$ cat src/rtl/axi_mem_arbiter.sv
// Shares one single-beat AXI4 master port between the IFU (read-only) and LSU (read/write).
// Define AXI_MEM_ARBITER_RR_EN for round-robin tie-breaking; otherwise LSU has fixed priority.
module axi_mem_arbiter #(
    parameter int ADDR_WIDTH = 32,
    parameter int DATA_WIDTH = 32,
    parameter int ID_WIDTH   = 1
) (
    input  logic                    M_AXI_ACLK,
    input  logic                    M_AXI_ARESETN,

    input  logic                    ifu_req,
    input  logic [ADDR_WIDTH-1:0]   ifu_addr,
    output logic                    ifu_ack,
    output logic [DATA_WIDTH-1:0]   ifu_rdata,
    output logic                    ifu_err,

    input  logic                    lsu_req,
    input  logic                    lsu_we,
    input  logic [ADDR_WIDTH-1:0]   lsu_addr,
    input  logic [DATA_WIDTH-1:0]   lsu_wdata,
    input  logic [DATA_WIDTH/8-1:0] lsu_wstrb,
    output logic                    lsu_ack,
    output logic [DATA_WIDTH-1:0]   lsu_rdata,
    output logic                    lsu_err,

    output logic                    M_AXI_AWVALID,
    input  logic                    M_AXI_AWREADY,
    output logic [ADDR_WIDTH-1:0]   M_AXI_AWADDR,
    output logic [ID_WIDTH-1:0]     M_AXI_AWID,
    output logic [7:0]              M_AXI_AWLEN,
    output logic [2:0]              M_AXI_AWSIZE,
    output logic [1:0]              M_AXI_AWBURST,

    output logic                    M_AXI_WVALID,
    input  logic                    M_AXI_WREADY,
    output logic [DATA_WIDTH-1:0]   M_AXI_WDATA,
    output logic [DATA_WIDTH/8-1:0] M_AXI_WSTRB,
    output logic                    M_AXI_WLAST,

    input  logic                    M_AXI_BVALID,
    output logic                    M_AXI_BREADY,
    input  logic [1:0]              M_AXI_BRESP,
    input  logic [ID_WIDTH-1:0]     M_AXI_BID,

    output logic                    M_AXI_ARVALID,
    input  logic                    M_AXI_ARREADY,
    output logic [ADDR_WIDTH-1:0]   M_AXI_ARADDR,
    output logic [ID_WIDTH-1:0]     M_AXI_ARID,
    output logic [7:0]              M_AXI_ARLEN,
    output logic [2:0]              M_AXI_ARSIZE,
    output logic [1:0]              M_AXI_ARBURST,

    input  logic                    M_AXI_RVALID,
    output logic                    M_AXI_RREADY,
    input  logic [DATA_WIDTH-1:0]   M_AXI_RDATA,
    input  logic [1:0]              M_AXI_RRESP,
    input  logic                    M_AXI_RLAST,
    input  logic [ID_WIDTH-1:0]     M_AXI_RID
);

    localparam int STRB_WIDTH = DATA_WIDTH / 8;

    typedef enum logic [2:0] {
        IDLE,
        RD_ADDR,
        RD_DATA,
        WR_ADDR_DATA,
        WR_RESP,
        DONE
    } state_t;

    state_t state, state_next;

    logic                  owner;
    logic [ADDR_WIDTH-1:0] addr_q;
    logic [DATA_WIDTH-1:0] wdata_q;
    logic [STRB_WIDTH-1:0] wstrb_q;
    logic                  aw_done, w_done;
    logic [1:0]            resp_q;
    logic                  grant_valid, grant_owner;
    logic                  ar_hs, r_hs, aw_hs, w_hs, b_hs;
    logic                  unused_inputs;

    assign ar_hs = M_AXI_ARVALID && M_AXI_ARREADY;
    assign r_hs  = M_AXI_RVALID  && M_AXI_RREADY;
    assign aw_hs = M_AXI_AWVALID && M_AXI_AWREADY;
    assign w_hs  = M_AXI_WVALID  && M_AXI_WREADY;
    assign b_hs  = M_AXI_BVALID  && M_AXI_BREADY;

    // Only one transaction is ever in flight, so response IDs and RLAST carry no information.
    assign unused_inputs = ^{M_AXI_RLAST, M_AXI_RID, M_AXI_BID};

    assign grant_valid = ifu_req || lsu_req;

`ifdef AXI_MEM_ARBITER_RR_EN
    logic last_grant;

    assign grant_owner = (ifu_req && lsu_req) ? ~last_grant : lsu_req;

    always_ff @(posedge M_AXI_ACLK or negedge M_AXI_ARESETN) begin
        if (!M_AXI_ARESETN) begin
            last_grant <= 1'b1;
        end else if (state == IDLE && grant_valid) begin
            last_grant <= grant_owner;
        end
    end
`else
    assign grant_owner = lsu_req;
`endif

    assign M_AXI_AWADDR  = addr_q;
    assign M_AXI_AWID    = ID_WIDTH'(owner);
    assign M_AXI_AWLEN   = 8'd0;
    assign M_AXI_AWSIZE  = 3'($clog2(STRB_WIDTH));
    assign M_AXI_AWBURST = 2'b01;
    assign M_AXI_WDATA   = wdata_q;
    assign M_AXI_WSTRB   = wstrb_q;
    assign M_AXI_WLAST   = M_AXI_WVALID;
    assign M_AXI_ARADDR  = addr_q;
    assign M_AXI_ARID    = ID_WIDTH'(owner);
    assign M_AXI_ARLEN   = 8'd0;
    assign M_AXI_ARSIZE  = 3'($clog2(STRB_WIDTH));
    assign M_AXI_ARBURST = 2'b01;

    always_ff @(posedge M_AXI_ACLK or negedge M_AXI_ARESETN) begin
        if (!M_AXI_ARESETN) begin
            state <= IDLE;
        end else begin
            state <= state_next;
        end
    end

    always_comb begin
        state_next    = state;
        M_AXI_ARVALID = 1'b0;
        M_AXI_RREADY  = 1'b0;
        M_AXI_AWVALID = 1'b0;
        M_AXI_WVALID  = 1'b0;
        M_AXI_BREADY  = 1'b0;
        ifu_ack       = 1'b0;
        lsu_ack       = 1'b0;
        ifu_err       = 1'b0;
        lsu_err       = 1'b0;
        unique case (state)
            IDLE: begin
                if (grant_valid) begin
                    state_next = (grant_owner && lsu_we) ? WR_ADDR_DATA : RD_ADDR;
                end
            end
            RD_ADDR: begin
                M_AXI_ARVALID = 1'b1;
                if (ar_hs) state_next = RD_DATA;
            end
            RD_DATA: begin
                M_AXI_RREADY = 1'b1;
                if (r_hs) state_next = DONE;
            end
            WR_ADDR_DATA: begin
                M_AXI_AWVALID = !aw_done;
                M_AXI_WVALID  = !w_done;
                if ((aw_done || aw_hs) && (w_done || w_hs)) state_next = WR_RESP;
            end
            WR_RESP: begin
                M_AXI_BREADY = 1'b1;
                if (b_hs) state_next = DONE;
            end
            DONE: begin
                ifu_ack    = !owner;
                lsu_ack    = owner;
                ifu_err    = !owner && (resp_q != 2'b00);
                lsu_err    = owner && (resp_q != 2'b00);
                state_next = IDLE;
            end
            default: state_next = IDLE;
        endcase
    end

    // Request fields are frozen at grant so later requester changes cannot disturb the bus.
    always_ff @(posedge M_AXI_ACLK or negedge M_AXI_ARESETN) begin
        if (!M_AXI_ARESETN) begin
            owner     <= 1'b0;
            addr_q    <= '0;
            wdata_q   <= '0;
            wstrb_q   <= '0;
            aw_done   <= 1'b0;
            w_done    <= 1'b0;
            resp_q    <= 2'b00;
            ifu_rdata <= '0;
            lsu_rdata <= '0;
        end else begin
            unique case (state)
                IDLE: begin
                    if (grant_valid) begin
                        owner   <= grant_owner;
                        addr_q  <= grant_owner ? lsu_addr : ifu_addr;
                        wdata_q <= lsu_wdata;
                        wstrb_q <= lsu_wstrb;
                        aw_done <= 1'b0;
                        w_done  <= 1'b0;
                    end
                end
                RD_DATA: begin
                    if (r_hs) begin
                        resp_q <= M_AXI_RRESP;
                        if (owner) lsu_rdata <= M_AXI_RDATA;
                        else       ifu_rdata <= M_AXI_RDATA;
                    end
                end
                WR_ADDR_DATA: begin
                    if (aw_hs) aw_done <= 1'b1;
                    if (w_hs)  w_done  <= 1'b1;
                end
                WR_RESP: begin
                    if (b_hs) resp_q <= M_AXI_BRESP;
                end
                default: ;
            endcase
        end
    end

endmodule

$ cat config.mk
export PLATFORM = sky130hd
export DESIGN_NAME = axi_mem_arbiter
export DESIGN_NICKNAME = d
export VERILOG_FILES = /design/src/rtl/axi_mem_arbiter.sv
export SDC_FILE = /design/constraint.sdc
export NUM_CORES = 1
export LEC_CHECK = 0
export ABC_AREA = 1
export CAP_MARGIN = 15
export CORE_AREA = 2 2 138 140
export CTS_CLUSTER_DIAMETER = 40
export DETAILED_ROUTE_END_ITERATION = 7
export DIE_AREA = 0 0 140 142
export PLACE_DENSITY_LB_ADDON = 0.25
export SLEW_MARGIN = 15
export SYNTH_ARGS = -nofsm -noshare
export SYNTH_HDL_FRONTEND = slang
export SYNTH_SLANG_ARGS = --single-unit
export TNS_END_PERCENT = 100
$ cat constraint.sdc
create_clock -name M_AXI_ACLK -period 4 [get_ports M_AXI_ACLK]
set_input_delay 0.6 -clock M_AXI_ACLK [delete_from_list [all_inputs] [get_ports M_AXI_ACLK]]
set_output_delay 0.6 -clock M_AXI_ACLK [all_outputs]
set_load 0.01 [all_outputs]
==> reports/metrics.yaml, run 1 <==
clock_tree:
  cts_setup_buffers: 0
  clock_latency_ns: 0.43
  clockBufferDepth: 2
  cts_sinks: 140
  cts_buffers: 17
  cts_root_buffer: "clkbuf_16"
  cts.clk_slew.worst_paths_ns: 0.06
  h-tree-depth: 4
  ctsHoldBuffers: 0
  cts_tree: "done"
  cts_resized: 0
sta:
  hold_violations: 0
  slew_headroom_pct: 42.8
  setup_tns_ns: 0
  max_clock_freq_mhz: 347
  clock_skew_ns: 0.0136
  rsz0062_at_grt: "no"
  whs_ns: 0.133
  tightest_slew_ns: 0.859
  fin_crit_sh_pct: 72.1
  setup_violations: 0
  slew_violations: 0
  finalCriticalPeriod_ns: 2.88
power_and_ir_drop:
  leakage_nw: 4.79
  power_mw: 7.80
  vdd_drop_max_mv: 0.344
  cellPowerDensity_nw_per_um2: 776
global_route:
  first_global_vias: 5257
  antenna_found_initial: 1
  grt_max_degree: 76
  grt_usage_pct: 18.2
  grt_pass1_wl_mm: 28.5
  grt-ovfl-total: 0
job:
  drv_cap: 0
run_status:
  violations: "design-rule violations"
  status: "finished with violations"
worst_hold_path:
  min_path_type: "in -> async"
route:
  vias: 5462
  drt_iter0_drc: 317
  firstDrtPassIters: 8
  wl_per_cell_um: 14.2
  drc: 20
  viasPerCell: 4.34
  routed_wl_mm: 17.8
  final_antenna_net_count: 0
setup_path:
  worstPathRequired_ns: 3.40
  arrival_ns: 2.28
  worstReg2RegEnd: "lsu_rdata[23]$_DFFE_PN0P_"
  cp_max_fo: 6
  crit_end: "M_AXI_WLAST"
  reg2regPathDepth: 7
  crit_type: "reg -> out"
  regToRegStartpoint: "state[1]$_DFFE_PN0P_"
  end_kind: "output pin"
  crit_path_start: "state[1]$_DFFE_PN0P_"
  start_kind: "flop"
  regToRegSetupSlack_ns: 2.02
floorplanning:
  dieArea_um2: 19900
  fp.dieW_um: 140
  io_pins: 351
  num_rows: 50
  die_h_um: 142
  initial_core_util_pct: 35.4
  core_area_um2: 18500
cells_and_area:
  instances_no_fill: 1259
  diodes: 0
  drive_gt1_share_pct: 8.98
  mostFrequentLayoutCell: "clkdlybuf4s50_1"
  layout_common_cells: "319 x clkdlybuf4s50_1, 265 x nand2_1, 140 x dfrtp_1"
  areaGrowthSynthToFinish_pct: 53.7
  final_nets: 1162
yosys:
  synth_cells: 740
  synth.distinct_cells: 27
  synthFlopType: "dfrtp_1"
  syn_area_per_cell_um2: 8.83
  ys_seq_elements: 140
  seq_area_frac_synth_pct: 53.6
  synthArstFlopShare_pct: 100
  synth_edf_count: 0
  yosysWarnings: 0
  synthesis.area_um2: 6540
placed_design:
  placed_cells_incl_taps: 1228
  gp_congestion: 0.874
  place.port_buffers: 321
  dp.final_hpwl_mm: 13.0
==> critical path, cell delays in order (launching register included) <==
cell	delay, ns
dfrtp_1	0.47
inv_2	0.10
nor3_1	0.33
inv_1	0.13
nor2_1	0.23
clkdlybuf4s50_1	0.59
==> synthesized netlist by cell type (4+ instances only) <==
| cell | count | area, µm² |
|---|---|---|
| nand2_1 | 265 | 995 |
| dfrtp_1 | 140 | 3500 |
| inv_1 | 74 | 278 |
| buf_4 | 67 | 503 |
| o21ai_1 | 50 | 250 |
| o21ai_2 | 45 | 394 |
| o21ai_0 | 36 | 180 |
| buf_6 | 15 | 169 |
| nor2_1 | 8 | 30.0 |
| clkbuf_1 | 7 | 26.3 |
| nand3_1 | 6 | 30.0 |
| buf_2 | 4 | 20.0 |
| nor3_1 | 4 | 20.0 |
==> report_power, final <==
part	internal, mW	switching [mW]
registers	2.11	0.442
logic	1.98	1.69
clock network	0.954	0.630
==> registers in the layout (all words and copies together) (netlist names), 2 cells and up <==
register / cells
M_AXI_ARADDR: 32
M_AXI_WDATA: 32
ifu_rdata: 32
lsu_rdata: 32
M_AXI_WSTRB: 4
state: 3
resp_q: 2
==> cell type report <==
type                    instances  area (µm²)
clock buffers                  19         453
flip-flops and latches        140        3500
repair buffers                325        3260
multi-input cells             452        2100
fillers                      1717        8410
well taps                     234         293
clock inverters                12         136
inverters                      77         292
==> through the flow <==
stage                     worst slack, ns  cell area (µm²)  utilization [%]
after floorplan                      2.16             6630                -
after global placement               1.59             9460             51.2
final                                1.12            10000             54.4
after detailed placement             1.57             9460             51.2
after CTS                            1.14            10000             54.4
after global routing                 1.06            10000             54.4
==> routing by layer <==
layer / up-vias / GRT usage (%) / wire (µm) / share of wire [%]
met2: 202 / 32.1 / 9210 / 52
met5: - / 0 / 13 / 0.073
li1: 2749 / - / - / -
met3: 18 / 5.72 / 1300 / 7.3
met1: 2491 / 21.3 / 7040 / 39
met4: 2 / 6.17 / 277 / 1.6
==> worst min-delay path by stage <==
stage                                 from                          end  slack (ns)  cells past startpoint
2_1_floorplan                M_AXI_ARESETN  M_AXI_ARADDR[0]$_DFFE_PN0P_        0.30                      0
3_3_place_gp    M_AXI_WDATA[8]$_DFFE_PN0P_   M_AXI_WDATA[8]$_DFFE_PN0P_        0.45                      2
3_5_place_dp   M_AXI_WDATA[10]$_DFFE_PN0P_  M_AXI_WDATA[10]$_DFFE_PN0P_        0.46                      2
4_1_cts                      M_AXI_ARESETN   M_AXI_WDATA[6]$_DFFE_PN0P_        0.17                      1
5_1_grt                      M_AXI_ARESETN   M_AXI_WDATA[6]$_DFFE_PN0P_        0.18                      1
6_report                     M_AXI_ARESETN   M_AXI_WDATA[6]$_DFFE_PN0P_        0.13                      1
==> cells by family after synthesis <==
logic type	synth area share (%)
AOI/OAI and AO/OA	12.9
DFF	53.6
and+or+nand+nor	17.8
other	0.115
buffers and inverters	15.6
Power figures use the tool's default switching activity.
==> inputs of run 2 (changes only) <==
--- a/config.mk
+++ b/config.mk
@@ -7,10 +7,10 @@
 export LEC_CHECK = 0
 export ABC_AREA = 1
 export CAP_MARGIN = 15
-export CORE_AREA = 2 2 138 140
+export CORE_MARGIN = 1
+export CORE_UTILIZATION = 36
 export CTS_CLUSTER_DIAMETER = 40
 export DETAILED_ROUTE_END_ITERATION = 7
-export DIE_AREA = 0 0 140 142
 export PLACE_DENSITY_LB_ADDON = 0.25
 export SLEW_MARGIN = 15
 export SYNTH_ARGS = -nofsm -noshare
==> constraint.sdc (replaced) <==
create_clock -name M_AXI_ACLK -period 2.38 [get_ports M_AXI_ACLK]
set_input_delay 0.357 -clock M_AXI_ACLK [delete_from_list [all_inputs] [get_ports M_AXI_ACLK]]
set_output_delay 0.357 -clock M_AXI_ACLK [all_outputs]
set_load 0.01 [all_outputs]
==> run 2 against run 1 <==
Effect of this change: the run now ends clean; routed wire length rose by 1.1%; die area fell by 5.9%; combinational power rose by 73%; cell count rose by 0.56%; sequential share of layout area fell by 0.63 points; power rose by 71%; cell area rose by 2.0%; register-to-register slack got worse by 1.2 ns; hold slack improved by 0.34 ns; critical path type unchanged; largest cell class unchanged; largest power group unchanged.
==> reports/metrics.yaml, run 2 (synthesized netlist as in run 1, its figures left out) <==
floorplanning:
  io_pins: 351  # unchanged
  num_rows: 48  # -4.0%
  fp.dieW_um: 137  # -2.3%
  initial_core_util_pct: 37.3  # +1.9 points
  dieArea_um2: 18700  # -5.9%
  core_area_um2: 17500  # -5.0%
  die_h_um: 137  # -3.7%
cells_and_area:
  layout_common_cells: "315 x clkdlybuf4s50_1, 264 x nand2_1, 137 x dfrtp_1"
  areaGrowthSynthToFinish_pct: 56.7
  fillers: 1533  # -11%
  final-seq-area_um2: 3510  # +0.11%
  drive_gt1_share_pct: 11.1  # +2.1 points
  multiInputGateArea_um2: 2140  # +1.7%
  mostFrequentLayoutCell: "clkdlybuf4s50_1"
  final_nets: 1176  # +1.2%
route:
  routed_wl_mm: 18.0  # +1.1%
  viasPerCell: 4.37  # +0.78%
  firstDrtPassIters: 4  # -4
  drc: 0  # -100%
  vias: 5535  # +1.3%
  final_antenna_net_count: 0  # unchanged
  wl_per_cell_um: 14.2  # +0.52%
  drt_iter0_drc: 203  # -36%
sta:
  fin_crit_sh_pct: 94.7
  setup_tns_ns: 0  # unchanged
  clock_skew_ns: 0.00821  # -0.00542 ns
  slew_violations: 0  # unchanged
  tightest_slew_ns: 0.598  # -0.261 ns
  rsz0062_at_grt: "no"
  finalCriticalPeriod_ns: 2.25
  finalWorstSetupSlack_ns: 0.127  # -0.990 ns
  hold_violations: 0  # unchanged
  max_clock_freq_mhz: 444
  setup_violations: 0  # unchanged
  slew_headroom_pct: 60.2  # +17 points
clock_tree:
  cts_tree: "done"
  cts_buffers: 17  # unchanged
  h-tree-depth: 4  # unchanged
  clockBufferDepth: 2  # unchanged
  cts_sinks: 140  # unchanged
  clock_latency_ns: 0.41  # -0.02 ns
  cts.clk_slew.worst_paths_ns: 0.06  # about the same
  cts_root_buffer: "clkbuf_16"
placed_design:
  place.port_buffers: 321  # unchanged
  dp.final_hpwl_mm: 13.3  # +2.6%
  gp_congestion: 0.781  # -11%
  dp_slack_ns: 0.284  # -1.29 ns
setup_path:
  regToRegSetupSlack_ns: 0.80  # -1.22 ns
  arrival_ns: 1.90  # -0.38 ns
  slowest_stage: "clkdlybuf4s50_1"
  worstPathRequired_ns: 2.02  # -1.38 ns
  start_kind: "flop"
  cp_num_buf_inv: 2  # -1
  cp_max_fo: 6  # unchanged
  crit_type: "reg -> out"
  max_stage_delay_ns: 0.58  # about the same
  end_kind: "output pin"
  cp_top_family: "buffers and inverters"
  worstPathCellList: "inv_2, nand3_2, nor3_2, clkdlybuf4s50_1"
global_route:
  grt_usage_pct: 19.6  # +1.4 points
  grt-ovfl-total: 0  # unchanged
  antenna_found_initial: 1  # unchanged
  grt_pass1_wl_mm: 27.9  # -2.3%
  grt_max_degree: 67  # -12%
  first_global_vias: 5308  # +0.97%
power_and_ir_drop:
  leakage_nw: 4.96  # +3.4%
  vdd_drop_max_mv: 0.565  # +64%
  cellPowerDensity_nw_per_um2: 1300  # +68%
worst_hold_path:
  min_path_type: "reg -> reg"
job:
  drv_cap: 0  # unchanged
run_status:
  status: "finished, final reports clean"
==> run 2: cell count changes in the layout (fill, tap and decap cells not counted), sizes merged <==
cell / delta
buf: +13
clkbuf: -1
clkdlybuf4s50: -4
clkinv: +4
clkinvlp: -2
diode: +1
dlygate4sd3: +1
dlymetal6s2s: +4
==> run 2: path summary, 6_finish.rpt <==
path,end,cells past startpoint,start
worst max-delay path,lsu_err,4,state[1]$_DFFE_PN0P_
max in group asynchronous,state[2]$_DFFE_PN0P_,3,M_AXI_ARESETN
worst min register to register,M_AXI_WDATA[5]$_DFFE_PN0P_,2,M_AXI_WDATA[5]$_DFFE_PN0P_
worst min-delay path,M_AXI_WDATA[5]$_DFFE_PN0P_,2,M_AXI_WDATA[5]$_DFFE_PN0P_
worst max register to register,M_AXI_WDATA[9]$_DFFE_PN0P_,7,state[0]$_DFFE_PN0P_
min in group asynchronous,lsu_rdata[16]$_DFFE_PN0P_,2,M_AXI_ARESETN
==> run 2: through the flow <==
| stage | cell area [µm²] | instances | power, mW | utilization (%) | hold WS (ns) |
|---|---|---|---|---|---|
| floorplan | 6630 | 764 | 7.42 | - | 0.0614 |
| global placement | 9560 | 1229 | 10.5 | 54.5 | 0.389 |
| detailed placement | 9560 | 1229 | 10.7 | 54.5 | 0.382 |
| CTS | 10200 | 1265 | 13.5 | 58.2 | 0.453 |
| global route | 10200 | 1266 | 14.2 | 58.4 | 0.470 |
| finish | 10200 | 1266 | 13.3 | 58.4 | 0.471 |
==> run 2: cell type report <==
type,count,share of cell area [%]
sequential,140,34.2
timing repair buffer,339,33.4
multi-input combinational,452,20.9
clock buffer,18,4.29
inverter,77,2.85
tap,225,2.75
clock inverter,14,1.56
antenna,1,0.0244
==> run 2: what timing repair did <==
item                                    CTS  global route
hold buffers                              1             0
buffers inserted                          3             0
endpoints found under the setup margin    4             7
resized for setup                         5            10
pin swaps                                 1             1
hold endpoints to repair                 56             0
==> run 2: layer usage <==
layer  vias up  part of all wire (%)  track usage, %
met5         -                     0               0
met4         0                   2.7            8.15
met3        29                   7.5            5.78
met2       225                    50            33.3
met1      2495                    40            23.1
li1       2786                     -               -
==> run 2: worst register-to-register path: stages (launching register included) <==
cell	delay [ns]
dfrtp_1	0.40
buf_4	0.16
nor2_4	0.14
nand2_1	0.11
nor2_2	0.12
buf_4	0.38
nand2_1	0.12
nand2_1	0.09
==> run 2: power breakdown <==
group          leakage [nW]  internal, mW  total [mW]  switching [mW]
clock network         0.292          1.59        2.67            1.08
registers              1.74          3.54        4.31           0.765
logic                  2.93          3.44        6.34            2.90
total                  4.96          8.58        13.3            4.75
==> inputs of run 3 (changes only) <==
--- a/config.mk
+++ b/config.mk
@@ -10,6 +10,7 @@
 export CORE_MARGIN = 1
 export CORE_UTILIZATION = 36
 export CTS_CLUSTER_DIAMETER = 40
+export CTS_CLUSTER_SIZE = 10
 export DETAILED_ROUTE_END_ITERATION = 7
 export PLACE_DENSITY_LB_ADDON = 0.25
 export SLEW_MARGIN = 15
==> results of run 3 <==
Final layout, timing and power as in run 2 (identical DEF).
